[src/rtl/ping_pong_line_ctrl.sv]
// ping_pong_line_ctrl
// Sequencer for a 2-bank ping-pong line RAM. Line N is written from a
// valid/ready pixel stream while line N-1 is read back and streamed out
// through a 2-entry skid FIFO. ram_line_end swaps the banks between lines.
// Optional build macro: PPLC_LEN_CHECK_EN (sticky line-length mismatch flag).
module ping_pong_line_ctrl #(
    parameter int ADDR_W   = 11,
    parameter int DATA_W   = 8,
    parameter int MAX_LINE = 2048
) (
    input  logic              clk,
    input  logic              reset_n,
    input  logic              in_valid,
    output logic              in_ready,
    input  logic [DATA_W-1:0] in_data,
    input  logic              in_last,
    input  logic              in_frame_last,
    output logic              out_valid,
    input  logic              out_ready,
    output logic [DATA_W-1:0] out_data,
    output logic              out_last,
    output logic              ram_we,
    output logic [ADDR_W-1:0] ram_write_addr,
    output logic [DATA_W-1:0] ram_write_data,
    output logic              ram_re,
    output logic [ADDR_W-1:0] ram_read_addr,
    input  logic [DATA_W-1:0] ram_read_data,
    output logic              ram_line_end,
    output logic              overflow,
    output logic              len_err
);

    localparam int LEN_W = ADDR_W + 1;
    localparam logic [LEN_W-1:0] LAST_IDX = LEN_W'(MAX_LINE - 1);

    typedef enum logic [2:0] {
        ST_IDLE  = 3'd0,
        ST_FILL  = 3'd1,
        ST_WAIT  = 3'd2,
        ST_SWAP  = 3'd3,
        ST_RUN   = 3'd4,
        ST_DRAIN = 3'd5
    } state_t;

    state_t            state_r, next_state_s;
    logic              in_ready_r, line_end_r, wait_seen_r;
    logic              ready_next_s, line_end_next_s, rd_state_s;

    logic [LEN_W-1:0]  wr_cnt_r, next_len_r, new_len_s;
    logic              line_ovf_r, frame_last_r, overflow_r;
    logic              accept_s, last_acc_s;

    logic [LEN_W-1:0]  rd_len_r, rd_cnt_r;
    logic              inflight_r, inflight_last_r;
    logic              re_s, pop_s, rd_done_s, last_pop_s;
    logic [2:0]        occ_s;

    logic [DATA_W-1:0] fifo_data_r [2];
    logic [1:0]        fifo_last_r;
    logic              fifo_wp_r, fifo_rp_r;
    logic [1:0]        fifo_cnt_r;

    assign accept_s   = in_valid & in_ready_r;
    assign last_acc_s = accept_s & in_last;
    // The counter holds at LAST_IDX on an overlong line, so this saturates at MAX_LINE.
    assign new_len_s  = wr_cnt_r + LEN_W'(1);

    assign pop_s      = (fifo_cnt_r != 2'd0) & out_ready;
    // Occupancy seen by the next cycle: a pop this cycle frees a slot, which keeps 1 pixel/cycle.
    assign occ_s      = {1'b0, fifo_cnt_r} + {2'b00, inflight_r} - {2'b00, pop_s};
    assign re_s       = rd_state_s & (rd_cnt_r < rd_len_r) & (occ_s < 3'd2);
    assign rd_done_s  = (rd_cnt_r == rd_len_r) & ~inflight_r & (fifo_cnt_r == 2'd0);
    assign last_pop_s = (rd_cnt_r == rd_len_r) & ~inflight_r & pop_s & (fifo_cnt_r == 2'd1);

    // State register plus the registered handshake/swap outputs derived from the next state.
    always_ff @(posedge clk or negedge reset_n) begin
        if (!reset_n) begin
            state_r     <= ST_IDLE;
            in_ready_r  <= 1'b0;
            line_end_r  <= 1'b0;
            wait_seen_r <= 1'b0;
        end else begin
            state_r     <= next_state_s;
            in_ready_r  <= ready_next_s;
            line_end_r  <= line_end_next_s;
            wait_seen_r <= (state_r == ST_WAIT);
        end
    end

    // Next-state logic; WAIT holds at least two cycles so the RAM's delayed write lands first.
    always_comb begin
        next_state_s = state_r;
        case (state_r)
            ST_IDLE: begin
                if (last_acc_s)    next_state_s = ST_WAIT;
                else if (accept_s) next_state_s = ST_FILL;
                else               next_state_s = ST_IDLE;
            end
            ST_FILL, ST_RUN: begin
                if (last_acc_s) next_state_s = ST_WAIT;
                else            next_state_s = state_r;
            end
            ST_WAIT: begin
                if (wait_seen_r && rd_done_s) next_state_s = ST_SWAP;
                else                          next_state_s = ST_WAIT;
            end
            ST_SWAP: begin
                if (frame_last_r) next_state_s = ST_DRAIN;
                else              next_state_s = ST_RUN;
            end
            ST_DRAIN: begin
                if (last_pop_s || rd_done_s) next_state_s = ST_IDLE;
                else                         next_state_s = ST_DRAIN;
            end
            default: next_state_s = ST_IDLE;
        endcase
    end

    // Output decode: reading continues through WAIT so the previous line can finish.
    always_comb begin
        rd_state_s      = (state_r == ST_RUN) | (state_r == ST_WAIT) | (state_r == ST_DRAIN);
        ready_next_s    = (next_state_s == ST_IDLE) | (next_state_s == ST_FILL) |
                          (next_state_s == ST_RUN);
        line_end_next_s = (next_state_s == ST_SWAP);
    end

    // Write side: address counter, overflow suppression and captured line length.
    always_ff @(posedge clk or negedge reset_n) begin
        if (!reset_n) begin
            wr_cnt_r     <= {LEN_W{1'b0}};
            next_len_r   <= {LEN_W{1'b0}};
            line_ovf_r   <= 1'b0;
            frame_last_r <= 1'b0;
            overflow_r   <= 1'b0;
        end else if (last_acc_s) begin
            next_len_r   <= new_len_s;
            frame_last_r <= in_frame_last;
            wr_cnt_r     <= {LEN_W{1'b0}};
            line_ovf_r   <= 1'b0;
        end else if (accept_s) begin
            if (wr_cnt_r == LAST_IDX) begin
                line_ovf_r <= 1'b1;
                overflow_r <= 1'b1;
            end else begin
                wr_cnt_r <= wr_cnt_r + LEN_W'(1);
            end
        end
    end

    // Read side: length is taken over at the bank swap, then one address per ram_re.
    always_ff @(posedge clk or negedge reset_n) begin
        if (!reset_n) begin
            rd_len_r        <= {LEN_W{1'b0}};
            rd_cnt_r        <= {LEN_W{1'b0}};
            inflight_r      <= 1'b0;
            inflight_last_r <= 1'b0;
        end else begin
            if (state_r == ST_SWAP) begin
                rd_len_r <= next_len_r;
                rd_cnt_r <= {LEN_W{1'b0}};
            end else if (re_s) begin
                rd_cnt_r <= rd_cnt_r + LEN_W'(1);
            end
            inflight_r      <= re_s;
            inflight_last_r <= re_s & (rd_cnt_r == (rd_len_r - LEN_W'(1)));
        end
    end

    // Skid FIFO: captures read data one cycle after ram_re, flushed by reset.
    always_ff @(posedge clk or negedge reset_n) begin
        if (!reset_n) begin
            fifo_data_r[0] <= {DATA_W{1'b0}};
            fifo_data_r[1] <= {DATA_W{1'b0}};
            fifo_last_r    <= 2'b00;
            fifo_wp_r      <= 1'b0;
            fifo_rp_r      <= 1'b0;
            fifo_cnt_r     <= 2'd0;
        end else begin
            if (inflight_r) begin
                fifo_data_r[fifo_wp_r] <= ram_read_data;
                fifo_last_r[fifo_wp_r] <= inflight_last_r;
                fifo_wp_r              <= ~fifo_wp_r;
            end
            if (pop_s) begin
                fifo_rp_r <= ~fifo_rp_r;
            end
            if (inflight_r && !pop_s) begin
                fifo_cnt_r <= fifo_cnt_r + 2'd1;
            end else if (pop_s && !inflight_r) begin
                fifo_cnt_r <= fifo_cnt_r - 2'd1;
            end
        end
    end

`ifdef PPLC_LEN_CHECK_EN
    logic have_prev_r, len_err_r;

    // Length consistency: every completed line after the first is compared with its predecessor.
    always_ff @(posedge clk or negedge reset_n) begin
        if (!reset_n) begin
            have_prev_r <= 1'b0;
            len_err_r   <= 1'b0;
        end else if (last_acc_s) begin
            have_prev_r <= 1'b1;
            if (have_prev_r && (new_len_s != next_len_r)) begin
                len_err_r <= 1'b1;
            end
        end
    end

    assign len_err = len_err_r;
`else
    assign len_err = 1'b0;
`endif

    assign in_ready       = in_ready_r;
    assign ram_line_end   = line_end_r;
    assign overflow       = overflow_r;
    assign ram_we         = accept_s & ~line_ovf_r;
    assign ram_write_addr = wr_cnt_r[ADDR_W-1:0];
    assign ram_write_data = ram_we ? in_data : {DATA_W{1'b0}};
    assign ram_re         = re_s;
    assign ram_read_addr  = rd_cnt_r[ADDR_W-1:0];
    assign out_valid      = (fifo_cnt_r != 2'd0);
    assign out_data       = out_valid ? fifo_data_r[fifo_rp_r] : {DATA_W{1'b0}};
    assign out_last       = out_valid & fifo_last_r[fifo_rp_r];

endmodule

[config.mk]
export PLATFORM = sky130hd
export DESIGN_NAME = ping_pong_line_ctrl
export DESIGN_NICKNAME = d
export VERILOG_FILES = /design/src/rtl/ping_pong_line_ctrl.sv
export SDC_FILE = /design/constraint.sdc
export NUM_CORES = 1
export LEC_CHECK = 0
export ABC_AREA = 1
export CAP_MARGIN = 15
export CORE_MARGIN = 5
export CORE_UTILIZATION = 25
export CTS_BUF_LIST = sky130_fd_sc_hd__clkbuf_2 sky130_fd_sc_hd__clkbuf_4 sky130_fd_sc_hd__clkbuf_8
export DETAILED_ROUTE_END_ITERATION = 8
export HOLD_SLACK_MARGIN = 0.1
export SYNTH_ARGS = -nofsm -noshare
export SYNTH_HDL_FRONTEND = slang
export SYNTH_SLANG_ARGS = --single-unit
export TNS_END_PERCENT = 1
[constraint.sdc]
create_clock -name clk -period 3.15 [get_ports clk]
set_input_delay 0.63 -clock clk [delete_from_list [all_inputs] [get_ports clk]]
set_output_delay 0.63 -clock clk [all_outputs]
set_load 0.01 [all_outputs]
=== After elaboration in Yosys (flattened, before gate mapping) ===
Cells that the tools add are included.
Widths: inputs -> output; s select.

* $add $sub $neg: 7
* Multiply operators: 0
* Div/mod/pow operators: 0
* $lt $le $gt $ge: 8
* Equal/unequal tests: 13
* Shifts and indexed selects: 0
* Mux-type cells: 30
* Bitwise logic cells: 23
* Reductions and logical operators: 20

{| class="wikitable"
|+ Operator list
! kind !! count
|-
| $mux 12 || 5
|-
| $mux 8 || 6
|-
| $add 12x1->12 const B || 2
|-
| $eq 12x12->1 || 2
|-
| $bwmux 16 || 1
|-
| $pmux 3 s5 || 1
|-
| $and 1x1->1 || 12
|-
| $eq 12x11->1 const B || 1
|-
| $lt 12x12->1 || 1
|-
| $sub 12x1->12 const B || 1
|-
| $reduce_bool 2->1 || 5
|-
| $eq 3x2->1 const B || 3
|-
| $eq 3x3->1 const B || 3
|-
| $mux 1 || 9
|-
| $demux 8 s1 || 1
|-
| $eq 3x1->1 const B || 2
|-
| $logic_not 3->1 || 2
|-
| $mux 2 || 3
|-
| $mux 3 || 2
|-
| $logic_and 1x1->1 || 5
|-
| $not 1->1 || 5
|-
| $ge 2x2->1 const B || 2
|-
| $lt 1x2->1 const B || 2
|-
| $not 1->2 || 2
|-
| 18 further kinds || 23
|}

* Register bits: 81
* Bits in latches: 0
* Bits in writable memories: 0
* Memory bits (read-only): 0
* Input port bits: 22
* Output and inout bits: 46
* Logic and storage cells: 120
* Memories: 0

=== Depth between registers and ports, before layout ===
* Depth after elaboration: 10
* Gate-level depth with buffers: 17

=== Worst setup path after synthesis ===
Ideal clock, no wire load.

* Path kind: flip-flop to output port
* From: reg fifo_cnt_r[1]
* To: out ram_re
* Data arrival time: 2,562 ps
* Setup slack: -42 ps
* Cell stages (with the launch flop): 16
* Buffers on the path: 1
* Cell sequence: dfrtp_1 inv_1 ha_1 inv_1 nand2_1 inv_1 ha_1 or2_2 fa_1 nand2_1 nor2_1 nand2_1 nor2_1 nand3_2 inv_2 buf_4

* Cells in the longest elaborated chain, start to end: 5
* Elaborated cells between the ends (all ways): 6

{| class="wikitable"
|+ RTL lines
! what !! line !! text
|-
| start, declared || 61 || <nowiki>logic [1:0] fifo_cnt_r;</nowiki>
|-
| start signal, assigned || 188 || <nowiki>fifo_cnt_r <= fifo_cnt_r + 2'd1;</nowiki>
|-
| start signal, assigned || 190 || <nowiki>fifo_cnt_r <= fifo_cnt_r - 2'd1;</nowiki>
|-
| $reduce_bool 2->1 || 68 || <nowiki>assign pop_s = (fifo_cnt_r != 2'd0) & out_ready;</nowiki>
|-
| $and 1x1->1 || 68 ||
|-
| named net pop_s || 55 || <nowiki>logic re_s, pop_s, rd_done_s, last_pop_s;</nowiki>
|-
| $sub 3x1->3 || 70 || <nowiki>assign occ_s = {1'b0, fifo_cnt_r} + {2'b00, inflight_r} - {2'b00, pop_s};</nowiki>
|-
| $lt 3x2->1 || 71 || <nowiki>assign re_s = rd_state_s & (rd_cnt_r < rd_len_r) & (occ_s < 3'd2);</nowiki>
|-
| $and 1x1->1 || 71 ||
|-
| end, declared || 25 || <nowiki>output logic ram_re,</nowiki>
|}

The timed path passes the listed nets, and every way through them passes these cells.

=== Final worst setup path ===
Same ends and word-level chain as after synthesis.

==> results by stage <==
Timing:
- The post-route fraction of the period consumed by the critical path is 1.04.
- The post-route worst setup slack is -0.115 ns.
- The relative max-transition margin is 0.498.
- The total count of max-transition violations in the final report came to 0.
- Derived from the worst setup path, the maximum achievable clock frequency is 0.306 GHz.
- The slew at the pin closest to its max-slew limit is around 0.75 ns.
- On the final layout, the worst clock skew is ~0.007 ns.
- Setup violations remaining at the end of the flow were counted as 1.
- The number of failing hold endpoints at the final stage is 0.
- The shortest period the worst path allows is about 3.3 ns.
- Setup repair after global routing could not meet its margin everywhere.

Routing:
- The routed wire length per instance is 12.1 um.
- The number of vias after detailed routing is 4121.
- Summed over all layers, the routed wires come to 11500 um.
- The iteration-0 DRC count of the detailed router is about 210.
- The remaining design rule violation count is 0.
- For this run, the detailed router's first-pass iteration total came to 4.
- Once detail routing completed, the nets flagged for antenna violations numbered 0.
- In the routed layout, each cell is associated on average with a via count of ~4.4.

CTS:
- The clock root buffer is sky130_fd_sc_hd__clkbuf_8.
- The total number of H-tree levels is 3.
- The TritonCTS clock tree is built.
- No sink is reached through more buffers than the 2 on the longest clock path.
- The clock-pin slew on the worst setup and hold paths is ~0.080 ns.
- The number of clock buffers added by TritonCTS is 9.
- The number of sinks handled by clock tree synthesis is 81.
- The later pin in the worst-skew pair is clocked with a latency of approximately 0.37 ns.

Yosys:
- The compound-gate portion of the synthesized area is 0.0850.
- The area fraction of the dominant cell type after synthesis is 0.424.
- The register bit total from synthesis is 81.
- In the synthesized netlist the dominant register cell turns out to be sky130_fd_sc_hd__dfrtp_1.
- For this run, asynchronously set or reset flops after synthesis account for 1.00.
- Sorting the synthesized cells by area gives the leading types as sky130_fd_sc_hd__dfrtp_1 42%, sky130_fd_sc_hd__nand2_1 13%, sky130_fd_sc_hd__inv_1 6.5%.
- By count the netlist is led by 161 x sky130_fd_sc_hd__nand2_1, 83 x sky130_fd_sc_hd__inv_1, 81 x sky130_fd_sc_hd__dfrtp_1.
- In this run the cell area of the synthesized design comes to between 0.004 and 0.005 mm2.
- The per-instance average area after synthesis is 7.47 um2.
- Of the total synthesized cell area, the portion taken by full adders, half adders and majority gates is 0.0539.
- The most numerous cell in the Yosys netlist is sky130_fd_sc_hd__nand2_1.
- By area, the combinational part of the netlist is dominated by simple AND/OR/NAND/NOR gates.
- The count of flip-flops with a built-in enable after synthesis is 0.
- The mux share of post-synthesis cell area is 0.
- For this run, the number of Yosys warnings is 0.
- The dominant cell type by area after synthesis is sky130_fd_sc_hd__dfrtp_1.
- The post-synthesis simple-gate area fraction is 0.291.
- The cell count after synthesis came out at 640.
- The number of different library cells used by synthesis comes to 34.
- The post-synthesis sequential area ratio is 0.424.
- The synthesized netlist net count is slightly below 700.
- The xor and xnor fraction of the mapped netlist area is 0.0256.

GRT:
- Summed over all layers, the global routing overflow is 0.
- The first global-routing pass estimated a little under 20000 um of wire.
- The via count of the first global-routing pass was approximately 4000.
- Entering global routing, the biggest net connects just over 80 pins.
- The overall fraction of global-route tracks in use is 0.109.
- The number of antenna violations at the first check in global routing is 0.

Worst setup path:
- Data on the critical path is required at its endpoint by 2.52 ns.
- STA classifies the critical path endpoint as an output port.
- The startpoint type of the worst setup path is a flop.
- The worst setup path is of the flop to output port kind.
- Along the worst path, the maximum fanout reaches 2.
- At the worst endpoint, the arrival time is around 2.6 ns.

Cells and area:
- The fraction of layout instances using a drive strength above 1 is 0.0985.
- The diode insertion count for antenna repair is 0.
- Measured on the finished design, the core utilization comes to 0.317.
- The final net count is 748.
- The final-layout fill cell count is approximately 2000.
- The area growth from synthesis to layout is 24.5%.

Outcome:
- The run finished, with violations left.
- The checks that failed: setup timing.

Flow run:
- The tool flagged a number of max-cap violations equal to 0.

Hold path:
- The kind of path behind the tightest hold check is flop to flop.

Placed design:
- Routability-driven placement finished with a final weighted congestion of 0.854.
- Once detailed placement completed, the half-perimeter wirelength came to about 8500 um.
- The number of buffer cells added on primary ports is 66.

Power and ir drop:
- Summed over all cells, the static leakage comes to 2.88 nW.
- Total power for the finished layout comes to 0.00460 W.
- The ratio of total power to cell area is ~770 mW/mm2.
- The maximum VDD drop is 0.291 mV.

Floorplan:
- The floorplan die height is between 100 and 150 um.
- The initial utilization of the core area, before any placement, comes to 0.255.
- The area of the die is between 0.02 and 0.025 mm2.
- The I/O pin count is 68.
- Row generation in the floorplan step produced 50 rows.
- The placeable core region is ~0.019 mm2.
- The die is 148 um wide.
## timing repair
item	in CTS	in global routing
buffers inserted	4	1
resized for setup	15	0
hold buffers	0	1
setup endpoints to repair	1	1
endpoints found under the hold margin	0	11
pin swaps	8	5
## power by group
part	switching, W	total [W]	leakage, nW	internal, W
clock	0.000409	0.000811	0.100	0.000403
sequential	0.000240	0.00156	1.05	0.00132
combinational	0.00124	0.00223	1.72	0.000989
## cell families after synthesis
| family | Yosys count |
|---|---|
| buffers and inverters | 126 |
| XOR/XNOR | 14 |
| AO/OA/AOI/OAI | 79 |
| adder cells (fa/ha/maj) | 20 |
| AND/OR/NAND/NOR | 319 |
| other | 1 |
| flip-flops | 81 |
## layout by cell type (no fill, tap or decap), types with 8 or more instances in the layout
master                            synthesis  routed
sky130_fd_sc_hd__xor2_1                   8       8
sky130_fd_sc_hd__buf_4                   24      25
sky130_fd_sc_hd__nand3_1                 46      46
sky130_fd_sc_hd__inv_2                    5       9
sky130_fd_sc_hd__inv_1                   83      79
sky130_fd_sc_hd__o21ai_0                 55      55
sky130_fd_sc_hd__clkbuf_8                 0      10
sky130_fd_sc_hd__nand2_1                161     160
sky130_fd_sc_hd__nor2_1                  73      72
sky130_fd_sc_hd__a21oi_1                 14      14
sky130_fd_sc_hd__ha_1                    19      17
sky130_fd_sc_hd__clkdlybuf4s50_1          0      63
sky130_fd_sc_hd__dfrtp_1                 81      81
sky130_fd_sc_hd__nand4_1                 11      11
sky130_fd_sc_hd__nor3_1                   9       9
## stage by stage
| step | hold WS (ns) | area (um2) | setup WS (ns) | cells | setup TNS [ns] |
|---|---|---|---|---|---|
| final | 0.480 | 5950 | -0.115 | 945 | -0.115 |
| after detailed placement | 0.458 | 5640 | -0.834 | 922 | -2.89 |
| after global routing | 0.513 | 5950 | -0.264 | 945 | -0.264 |
| after CTS | 0.476 | 5910 | -0.182 | 942 | -0.182 |
| after global placement | 0.450 | 5640 | -0.839 | 922 | -2.70 |
| after floorplan | 0.334 | 4790 | 0.00192 | 640 | 0 |
## registers in the layout, indices dropped and copies added, names as in the netlist, 2 cells and up
register	flops
rd_len_r	12
fifo_cnt_r	2
state_r	3
fifo_last_r	2
next_len_r	12
fifo_data_r	16
rd_cnt_r	12
wr_cnt_r	12
## critical path, cell delays in order, from the launching register on
cell                      delay [ns]
sky130_fd_sc_hd__dfrtp_1        0.40
sky130_fd_sc_hd__inv_2          0.08
sky130_fd_sc_hd__ha_4           0.13
sky130_fd_sc_hd__inv_2          0.04
sky130_fd_sc_hd__nand2_2        0.06
sky130_fd_sc_hd__inv_2          0.05
sky130_fd_sc_hd__ha_4           0.20
sky130_fd_sc_hd__or2_4          0.22
sky130_fd_sc_hd__fa_1           0.50
sky130_fd_sc_hd__nand2_1        0.05
sky130_fd_sc_hd__nor2_1         0.09
sky130_fd_sc_hd__nand2_1        0.07
sky130_fd_sc_hd__nor2_2         0.11
sky130_fd_sc_hd__nand3_2        0.10
sky130_fd_sc_hd__inv_2          0.08
sky130_fd_sc_hd__buf_6          0.11
## layout make-up
cell class,count,area [um2],share of cell area
Multi-Input combinational cell,433,2220,0.372
Sequential cell,81,2030,0.340
Tap cell,234,293,0.0492
Clock buffer,11,145,0.0244
Inverter,89,334,0.0561
Clock inverter,5,62.6,0.0105
Timing Repair Buffer,92,876,0.147
## worst paths after layout
kind                       cells past startpoint  slack, ns                     endpoint                 startpoint
max                                           15      -0.12                       ram_re  fifo_cnt_r[1]$_DFFE_PN0P_
min                                            2       0.48         overflow$_DFFE_PN0P_       overflow$_DFFE_PN0P_
max reg2reg                                   16       0.45     rd_cnt_r[11]$_DFFE_PN0P_  fifo_cnt_r[1]$_DFFE_PN0P_
min reg2reg                                    2       0.48         overflow$_DFFE_PN0P_       overflow$_DFFE_PN0P_
max in group asynchronous                      3       1.92  fifo_data_r[15]$_DFFE_PN0P_                    reset_n
min in group asynchronous                      2       0.64      wr_cnt_r[8]$_DFFE_PN0P_                    reset_n
## layer usage
| layer | routed length [um] | GRT usage | part of all wire | up-vias |
|---|---|---|---|---|
| met1 | 5900 | 0.153 | 0.51 | 1879 |
| met2 | 4890 | 0.163 | 0.43 | 84 |
| li1 | - | - | - | 2148 |
| met4 | 116 | 0.0249 | 0.010 | 0 |
| met3 | 571 | 0.0375 | 0.050 | 10 |
| met5 | 0 | 0 | 0 | - |
No activity file was read; power rests on OpenSTA's default activity.
